<file path="config.mk">
export PLATFORM = sky130hd
export DESIGN_NAME = sm_config_loader
export DESIGN_NICKNAME = d
export VERILOG_FILES = /design/src/rtl/sm_config_loader.sv
export SDC_FILE = /design/constraint.sdc
export NUM_CORES = 1
export LEC_CHECK = 0
export CORE_UTILIZATION = 30
export CTS_BUF_LIST = sky130_fd_sc_hd__clkbuf_2 sky130_fd_sc_hd__clkbuf_4 sky130_fd_sc_hd__clkbuf_8
export CTS_CLUSTER_DIAMETER = 200
export CTS_CLUSTER_SIZE = 14
export DETAILED_ROUTE_END_ITERATION = 8
export GPL_TIMING_DRIVEN = 0
export HOLD_SLACK_MARGIN = 0.05
export MAX_ROUTING_LAYER = met4
export REMOVE_ABC_BUFFERS = 1
export SLEW_MARGIN = 25
export SYNTH_ARGS = -nofsm -noshare
export SYNTH_HDL_FRONTEND = slang
export SYNTH_SLANG_ARGS = --single-unit
</file>
<file path="constraint.sdc">
create_clock -name CLK -period 1.55 [get_ports CLK]
set_input_delay 0.31 -clock CLK [delete_from_list [all_inputs] [get_ports CLK]]
set_output_delay 0.31 -clock CLK [all_outputs]
set_load 0.05 [all_outputs]
</file>
<file path="src/rtl/sm_config_loader.sv">
// Switch-matrix configuration loader: assembles a valid/ready word stream into a shadow image and commits it atomically to ConfigBits.
// Optional readback streaming of the committed image is enabled by defining SM_CONFIG_READBACK_EN.
module sm_config_loader #(
    parameter int NO_CONFIG_BITS = 12,
    parameter int WORD_WIDTH     = 8
) (
    input  logic                      CLK,
    input  logic                      reset,
    input  logic                      s_valid,
    output logic                      s_ready,
    input  logic [WORD_WIDTH-1:0]     s_data,
    input  logic                      s_last,
    output logic [NO_CONFIG_BITS-1:0] ConfigBits,
    output logic                      cfg_done,
    output logic                      cfg_err,
    output logic                      busy
`ifdef SM_CONFIG_READBACK_EN
    ,
    input  logic                      rb_req,
    output logic                      rb_valid,
    input  logic                      rb_ready,
    output logic [WORD_WIDTH-1:0]     rb_data,
    output logic                      rb_last
`endif
);

    localparam int N_WORDS = (NO_CONFIG_BITS + WORD_WIDTH - 1) / WORD_WIDTH;
    localparam int CNT_W   = $clog2(N_WORDS + 1);
    localparam int SH_W    = N_WORDS * WORD_WIDTH;
    localparam logic [CNT_W-1:0] LAST_IDX = CNT_W'(N_WORDS - 1);

    typedef enum logic [1:0] {
        ST_IDLE   = 2'd0,
        ST_LOAD   = 2'd1,
        ST_COMMIT = 2'd2,
        ST_DRAIN  = 2'd3
    } state_t;

    state_t                    state_r;
    state_t                    state_next_s;
    logic [CNT_W-1:0]          count_r;
    logic [CNT_W-1:0]          idx_s;
    logic [SH_W-1:0]           shadow_r;
    logic [NO_CONFIG_BITS-1:0] config_bits_r;
    logic                      cfg_done_r;
    logic                      cfg_err_r;
    logic                      xfer_s;
    logic                      frame_err_s;
    logic                      s_ready_s;
    logic                      busy_s;

    // The first word of a frame always lands in slot 0, whatever the counter holds.
    assign idx_s  = (state_r == ST_IDLE) ? {CNT_W{1'b0}} : count_r;
    assign xfer_s = s_valid && s_ready_s;

    // State register.
    always_ff @(posedge CLK) begin
        if (reset) begin
            state_r <= ST_IDLE;
        end else begin
            state_r <= state_next_s;
        end
    end

    // Next-state logic and frame-error detection.
    always_comb begin
        state_next_s = state_r;
        frame_err_s  = 1'b0;
        case (state_r)
            ST_IDLE, ST_LOAD: begin
                if (!xfer_s) begin
                    state_next_s = state_r;
                end else if (idx_s == LAST_IDX) begin
                    if (s_last) begin
                        state_next_s = ST_COMMIT;
                    end else begin
                        state_next_s = ST_DRAIN;
                        frame_err_s  = 1'b1;
                    end
                end else if (s_last) begin
                    state_next_s = ST_IDLE;
                    frame_err_s  = 1'b1;
                end else begin
                    state_next_s = ST_LOAD;
                end
            end
            ST_COMMIT: state_next_s = ST_IDLE;
            ST_DRAIN: begin
                if (xfer_s && s_last) begin
                    state_next_s = ST_IDLE;
                end else begin
                    state_next_s = ST_DRAIN;
                end
            end
            default: state_next_s = ST_IDLE;
        endcase
    end

    // State-decoded handshake and status outputs.
    always_comb begin
        s_ready_s = (state_r != ST_COMMIT);
        busy_s    = (state_r != ST_IDLE);
    end

    // Shadow assembly, counter, atomic commit and status flags.
    always_ff @(posedge CLK) begin
        if (reset) begin
            shadow_r      <= {SH_W{1'b0}};
            count_r       <= {CNT_W{1'b0}};
            config_bits_r <= {NO_CONFIG_BITS{1'b0}};
            cfg_done_r    <= 1'b0;
            cfg_err_r     <= 1'b0;
        end else begin
            if (xfer_s && (state_r == ST_IDLE || state_r == ST_LOAD)) begin
                for (int k = 0; k < N_WORDS; k++) begin
                    if (idx_s == CNT_W'(k)) begin
                        shadow_r[k*WORD_WIDTH +: WORD_WIDTH] <= s_data;
                    end
                end
                count_r <= idx_s + CNT_W'(1);
            end else if (state_r == ST_COMMIT) begin
                count_r <= {CNT_W{1'b0}};
            end
            if (state_r == ST_COMMIT) begin
                config_bits_r <= shadow_r[NO_CONFIG_BITS-1:0];
            end
            cfg_done_r <= (state_r == ST_COMMIT);
            if (frame_err_s) begin
                cfg_err_r <= 1'b1;
            end else if (xfer_s && state_r == ST_IDLE) begin
                cfg_err_r <= 1'b0;
            end
        end
    end

    // Pad bits of the last word are stored but never reach ConfigBits.
    generate
        if (SH_W > NO_CONFIG_BITS) begin : g_pad
            logic pad_unused_s;
            assign pad_unused_s = ^shadow_r[SH_W-1:NO_CONFIG_BITS];
        end
    endgenerate

    assign s_ready    = s_ready_s;
    assign busy       = busy_s;
    assign ConfigBits = config_bits_r;
    assign cfg_done   = cfg_done_r;
    assign cfg_err    = cfg_err_r;

`ifdef SM_CONFIG_READBACK_EN
    logic [SH_W-1:0]       rb_snap_r;
    logic [SH_W-1:0]       cfg_pad_s;
    logic [CNT_W-1:0]      rb_idx_r;
    logic                  rb_valid_r;
    logic                  rb_last_r;
    logic [WORD_WIDTH-1:0] rb_data_r;

    function automatic logic [WORD_WIDTH-1:0] word_at(input logic [SH_W-1:0] img,
                                                      input logic [CNT_W-1:0] idx);
        logic [WORD_WIDTH-1:0] w;
        w = {WORD_WIDTH{1'b0}};
        for (int k = 0; k < N_WORDS; k++) begin
            if (idx == CNT_W'(k)) begin
                w = img[k*WORD_WIDTH +: WORD_WIDTH];
            end
        end
        return w;
    endfunction

    // Zero-extend the committed image to whole words.
    always_comb begin
        cfg_pad_s = {SH_W{1'b0}};
        cfg_pad_s[NO_CONFIG_BITS-1:0] = config_bits_r;
    end

    // Readback: snapshot on request, then stream words held until accepted.
    always_ff @(posedge CLK) begin
        if (reset) begin
            rb_snap_r  <= {SH_W{1'b0}};
            rb_idx_r   <= {CNT_W{1'b0}};
            rb_valid_r <= 1'b0;
            rb_last_r  <= 1'b0;
            rb_data_r  <= {WORD_WIDTH{1'b0}};
        end else if (!rb_valid_r) begin
            if (rb_req) begin
                rb_snap_r  <= cfg_pad_s;
                rb_idx_r   <= {CNT_W{1'b0}};
                rb_valid_r <= 1'b1;
                rb_data_r  <= cfg_pad_s[WORD_WIDTH-1:0];
                rb_last_r  <= (LAST_IDX == {CNT_W{1'b0}});
            end
        end else if (rb_ready) begin
            if (rb_last_r) begin
                rb_valid_r <= 1'b0;
                rb_last_r  <= 1'b0;
                rb_data_r  <= {WORD_WIDTH{1'b0}};
            end else begin
                rb_idx_r  <= rb_idx_r + CNT_W'(1);
                rb_data_r <= word_at(rb_snap_r, rb_idx_r + CNT_W'(1));
                rb_last_r <= ((rb_idx_r + CNT_W'(1)) == LAST_IDX);
            end
        end
    end

    assign rb_valid = rb_valid_r;
    assign rb_data  = rb_data_r;
    assign rb_last  = rb_last_r;
`endif

endmodule

</file>
### After elaboration in Yosys (flattened, before gate mapping)

Cells that the tools add are included.

| storage, ports and cells | value |
|---|---|
| flip-flop bits (word level) | 30 |
| output and inout bits | 16 |
| logic and storage cells | 43 |

| operators by class | value |
|---|---|
| add/sub/neg operators | 1 |
| equal/unequal tests | 6 |
| mux-type cells | 16 |
| reductions and logical operators | 13 |

Operator list:

| operator | count |
|---|---|
| 2-to-1 mux 2 bit | 6 |
| 2-to-1 mux 1 bit | 9 |
| one-hot mux 2 bit (3 select lines) | 1 |
| nonzero test 2 bit | 3 |
| equality test 2 x 1 -> 1 bit, second input constant | 2 |
| equality test 2 bit, second input constant | 2 |
| logical AND 1 bit | 4 |
| zero test 2 bit | 2 |
| inequality test 2 bit, second input constant | 2 |
| AND reduction 2 bit | 2 |
| adder 2 x 1 -> 2 bit, second input constant | 1 |
| OR reduction 2 bit | 1 |
| logical OR 1 bit | 1 |

### Logic depth before layout (Yosys ltp)

| depth | value |
|---|---|
| depth in word-level cells | 7 |
| gate-level depth with buffers | 7 |
| depth with buffers taken out | 7 |

### Worst setup path after synthesis

Ideal clock, no wire load.

| timing | value |
|---|---|
| path kind | reg2reg |
| from | register state_r[0] |
| to | register shadow_r[10] |
| library setup time | 0.071 ns |
| data arrival time | 1.564 ns |
| required time | 1.479 ns |
| path slack | -0.085 ns |
| stages on the path, launching flop included | 8 |
| path buffers | 0 |
| clock period less this slack | 1.635 ns |
| cells stage by stage | dfxtp_1 -> or2_2 -> nand2_1 -> inv_1 -> ha_1 -> nand3b_1 -> nand2_1 -> a21oi_1 |

| between the ends | value |
|---|---|
| cells in the longest elaborated chain, start to end | 4 |
| elaborated cells between the ends (all ways) | 9 |
| classes of those cells | eq/ne (3); mux (1); reduce/logical (5) |

Ends and longest elaborated chain:

| what | line | RTL |
|---|---|---|
| from (decl) | 39 | `state_t state_r;` |
| from (signal assigned) | 61 | `state_r <= state_next_s;` |
| zero test 2 bit (tied with other cells) | 53, 114 |  |
| 2-to-1 mux 2 bit (tied with other cells) | 53 | `assign idx_s = (state_r == ST_IDLE) ? {CNT_W{1'b0}} : count_r;` |
| equality test 2 x 1 -> 1 bit / logical AND 1 bit (equally long branches) | 116, 114 |  |
| AND reduction 2 bit (no source line) * | n/a |  |
| to (signal assigned) | 108 | `shadow_r <= {SH_W{1'b0}};` |
| to (signal, indexed assignment) | 117 | `shadow_r[k*WORD_WIDTH +: WORD_WIDTH] <= s_data;` |
| to (decl) | 43 | `logic [SH_W-1:0] shadow_r;` |

Mark *: on every way between the ends. The rest lies on a longest branch, timed or not.
A chain may end at the register's enable or synchronous reset.

### Worst setup path after layout

| timing | value |
|---|---|
| from | register state_r[1] |
| to | register shadow_r[1] |

| between the ends | value |
|---|---|
| cells in the longest elaborated chain, start to end | 4 |
| elaborated cells between the ends (all ways) | 9 |
| classes of those cells | eq/ne (2); mux (1); reduce/logical (6) |

Ends and longest elaborated chain:

| what | line |
|---|---|
| zero test 2 bit (tied with other cells) | 53, 114 |
| 2-to-1 mux 2 bit (tied with other cells) | 53 |
| zero test 2 bit / logical AND 1 bit (equally long branches) | 116, 114 |
| AND reduction 2 bit (no source line) * | n/a |

Marked as above.

==> insert_results.sql <==
INSERT INTO impl_metrics (metric_group, metric, value, unit) VALUES
('die', 'die_width', '63.4', 'um'),
('worst_hold_path', 'timing.hold.worst.class', 'flop to flop', ''),
('pwr', 'cellPowerDensity', '1010', 'nW/um^2'),
('final_layout', 'syn2layout_area_growth', '36.4', '%'),
('setup_path', 'critPathRequiredTime', '1.69', 'ns'),
('final_layout', 'drive_above_1_share', '14.6', '%'),
('final_layout', 'layout.cells.non_filler', '210', ''),
('sta', 'final_number_of_setup_violating_endpoints', '0', ''),
('detailed_routing', 'drt-wirelength-per-cell', '11.3', 'um'),
('final_layout', 'number_of_inserted_diodes', '0', ''),
('cts', 'clock-root-buffer', 'clkbuf_8', ''),
('sta', 'max_freq', '681', 'MHz'),
('synth', 'synthArstFlopShare', '0', '%'),
('global_routing', 'grt_remaining_overflow', '0', ''),
('pwr', 'cellInternalPower', '1.20', 'mW'),
('die', 'initial_utilization', '32.6', '%'),
('pwr', 'power.share.switching', '23.4', '%'),
('pwr', 'power.sequential.fraction', '51.9', '%'),
('cts', 'clkLatencyLatePin', '0.28', 'ns'),
('pwr', 'clockPowerShare', '38.8', '%'),
('sta', 'rsz0062_at_grt', 'yes', ''),
('sta', 'report.final.hold_viol_count', '0', ''),
('detailed_routing', 'drcViolationCount', '0', ''),
('synth', 'synth.top_cells.by_area', 'dfxtp_1 53%, nand2_1 16%, a21oi_1 12%, nand3_1 2.7%, ha_1 2.2%', ''),
('cts', 'tritoncts_buffers', '5', ''),
('synth', 'avgSynthCellArea', '8.27', 'sq um'),
('cts', 'cts_tree', 'yes', ''),
('detailed_routing', 'detail_route.first_pass.iterations', '4', ''),
('placement', 'dp.cells', '203', ''),
('cts', 'cts_max_path_buffers', '2', ''),
('synth', 'netlist.top_cell.by_area', 'dfxtp_1', ''),
('global_routing', 'grt_max_degree', '31', ''),
('die', 'ioPinCount', '28', ''),
('setup_path', 'startpoint_type', 'flop', ''),
('global_routing', 'grtUsageTotal', '13.5', '%'),
('sta', 'finalClockSkew', '0.00443', 'ns'),
('cts', 'clock_sink_count', '30', ''),
('pwr', 'cellLeakagePower', '0.625', 'nW'),
('final_layout', 'fillerInstances', '365', ''),
('synth', 'synth.ff_latch_count', '30', ''),
('sta', 'hold-worst-slack', '0.450', 'ns'),
('final_layout', 'design.final.nets', '179', ''),
('sta', 'post-route-period-util', '94.7', '%'),
('placement', 'hpwl', '1550', 'um'),
('sta', 'slew_headroom', '64.6', '%'),
('setup_path', 'critical_path.max_fanout', '8', ''),
('synth', 'synth.lib_cells_used.distinct', '23', ''),
('pwr', 'worst_ir_drop_vdd', '0.000338', 'V'),
('synth', 'synth_sequential_area_ratio', '53.0', '%'),
('die', 'design.core.area', '3470', 'sq um'),
('detailed_routing', 'ant_nets', '0', ''),
('placement', 'weighted_congestion_reported_at_the_end_of_routability_driven_placement', '0.749', ''),
('synth', 'post-synth-top-area-fraction', '53.0', '%'),
('cts', 'htree_levels', '2', ''),
('sta', 'postLayoutSetupSlackWorst', '0.0818', 'ns'),
('die', 'vert_die_dim', '63.4', 'um'),
('synth', 'leading_cell_type_by_number_of_instances_after_synthesis', 'nand2_1', ''),
('synth', 'postSynthCellCount', '137', ''),
('cts', 'cts.clk_slew.worst_paths', '0.06', 'ns'),
('detailed_routing', 'totalWireLength', '2370', 'um'),
('placement', 'place_worst_setup_slack', '-0.522', 'ns'),
('detailed_routing', 'detail_route.vias_per_cell', '4.67', ''),
('placement', 'buffers_on_ports', '27', ''),
('synth', 'number_of_warnings_reported_in_the_yosys_synthesis_log', '0', ''),
('die', 'floorplan.die_area', '4020', 'sq um'),
('run_status', 'status', 'complete, no violations', ''),
('sta', 'worst-slew-pin-transition', '0.531', 'ns'),
('die', 'rows', '21', ''),
('pwr', 'switching_power', '0.365', 'mW'),
('final_layout', 'postLayoutCoreUtil', '44.5', '%'),
('setup_path', 'worstSetupEndpointType', 'flop', '');
[registers in the layout, summed over array words and instances, names as in the netlist]
signal,cells
cfg_done,1
cfg_err,1
shadow_r,12
ConfigBits,12
state_r,2
count_r,2
[metal layers]
metal	vias up	GRT usage, %	share of wire (%)
li1	503	-	-
met1	451	14.9	43
met2	20	19.9	49
met3	6	5.98	4.9
met4	0	7.67	2.6
met5	-	-	0
[metrics by stage]
stage | setup TNS, ns | cell area, sq um
after global placement | -6.21 | 1420
after detailed placement | -7.06 | 1420
final | 0 | 1540
after CTS | -0.246 | 1500
after floorplan | -0.774 | 1090
after global routing | -0.0182 | 1540
[timing repair]
action	4_1_cts	5_1_grt
setup endpoints to repair	32	15
pin swaps	8	9
gates resized for setup	33	13
setup buffers	1	0
hold buffers	0	0
hold endpoints to repair	0	0
[cell type report]
| cell class | instances | area, sq um | area share (%) |
|---|---|---|---|
| inverter | 2 | 10.0 | 0.648 |
| clock buffer | 6 | 82.6 | 5.35 |
| tap | 46 | 57.6 | 3.73 |
| timing repair buffer | 28 | 250 | 16.2 |
| multi-input combinational | 98 | 536 | 34.7 |
| sequential | 30 | 608 | 39.4 |
[cell families after synthesis]
family | after synthesis | synth area share [%]
xor+xnor | 1 | 0.774
simple gates | 64 | 24.5
buf+inv | 9 | 4.42
fa+ha+maj | 2 | 2.21
flops | 30 | 53.0
compound gates | 31 | 15.0
[power groups by stage]
| stage | clock network [mW] | registers [mW] | logic, mW |
|---|---|---|---|
| final | 0.605 | 0.810 | 0.145 |
| after global routing | 0.674 | 0.812 | 0.160 |
| after CTS | 0.628 | 0.811 | 0.139 |
| after detailed placement | 0 | 0.827 | 0.138 |
| after global placement | 0 | 0.826 | 0.136 |
| after floorplan | 0 | 0.834 | 0.0620 |
[worst max-delay path: stages (launching register included)]
cell and delay (ns):
dfxtp_4 0.36, or2_4 0.28, nand2_4 0.09, ha_4 0.13, nand3b_1 0.23, nand2_1 0.18, a21oi_2 0.06
[final timing paths]
path | start | endpoint | slack, ns | cells after the start
worst min register to register | ConfigBits[7]$_SDFFE_PP0P_ | ConfigBits[7]$_SDFFE_PP0P_ | 0.45 | 2
worst min-delay path | ConfigBits[7]$_SDFFE_PP0P_ | ConfigBits[7]$_SDFFE_PP0P_ | 0.45 | 2
worst max register to register | state_r[1]$_SDFFE_PP0P_ | shadow_r[1]$_SDFFE_PP0P_ | 0.08 | 6
worst max-delay path | state_r[1]$_SDFFE_PP0P_ | shadow_r[1]$_SDFFE_PP0P_ | 0.08 | 6
[layout by cell type, fill, tap and decap left out, types with 2 or more instances in the layout]
master,instances
nand2_1,47
dfxtp_1,28
a21oi_1,25
dlygate4sd2_1,14
clkdlybuf4s50_1,10
nand3_1,6
clkbuf_8,6
buf_4,3
nand2_4,2
nand3b_1,2
nor2_1,2
a21oi_2,2
ha_4,2
dfxtp_4,2
(Power assumes the default switching activity.)
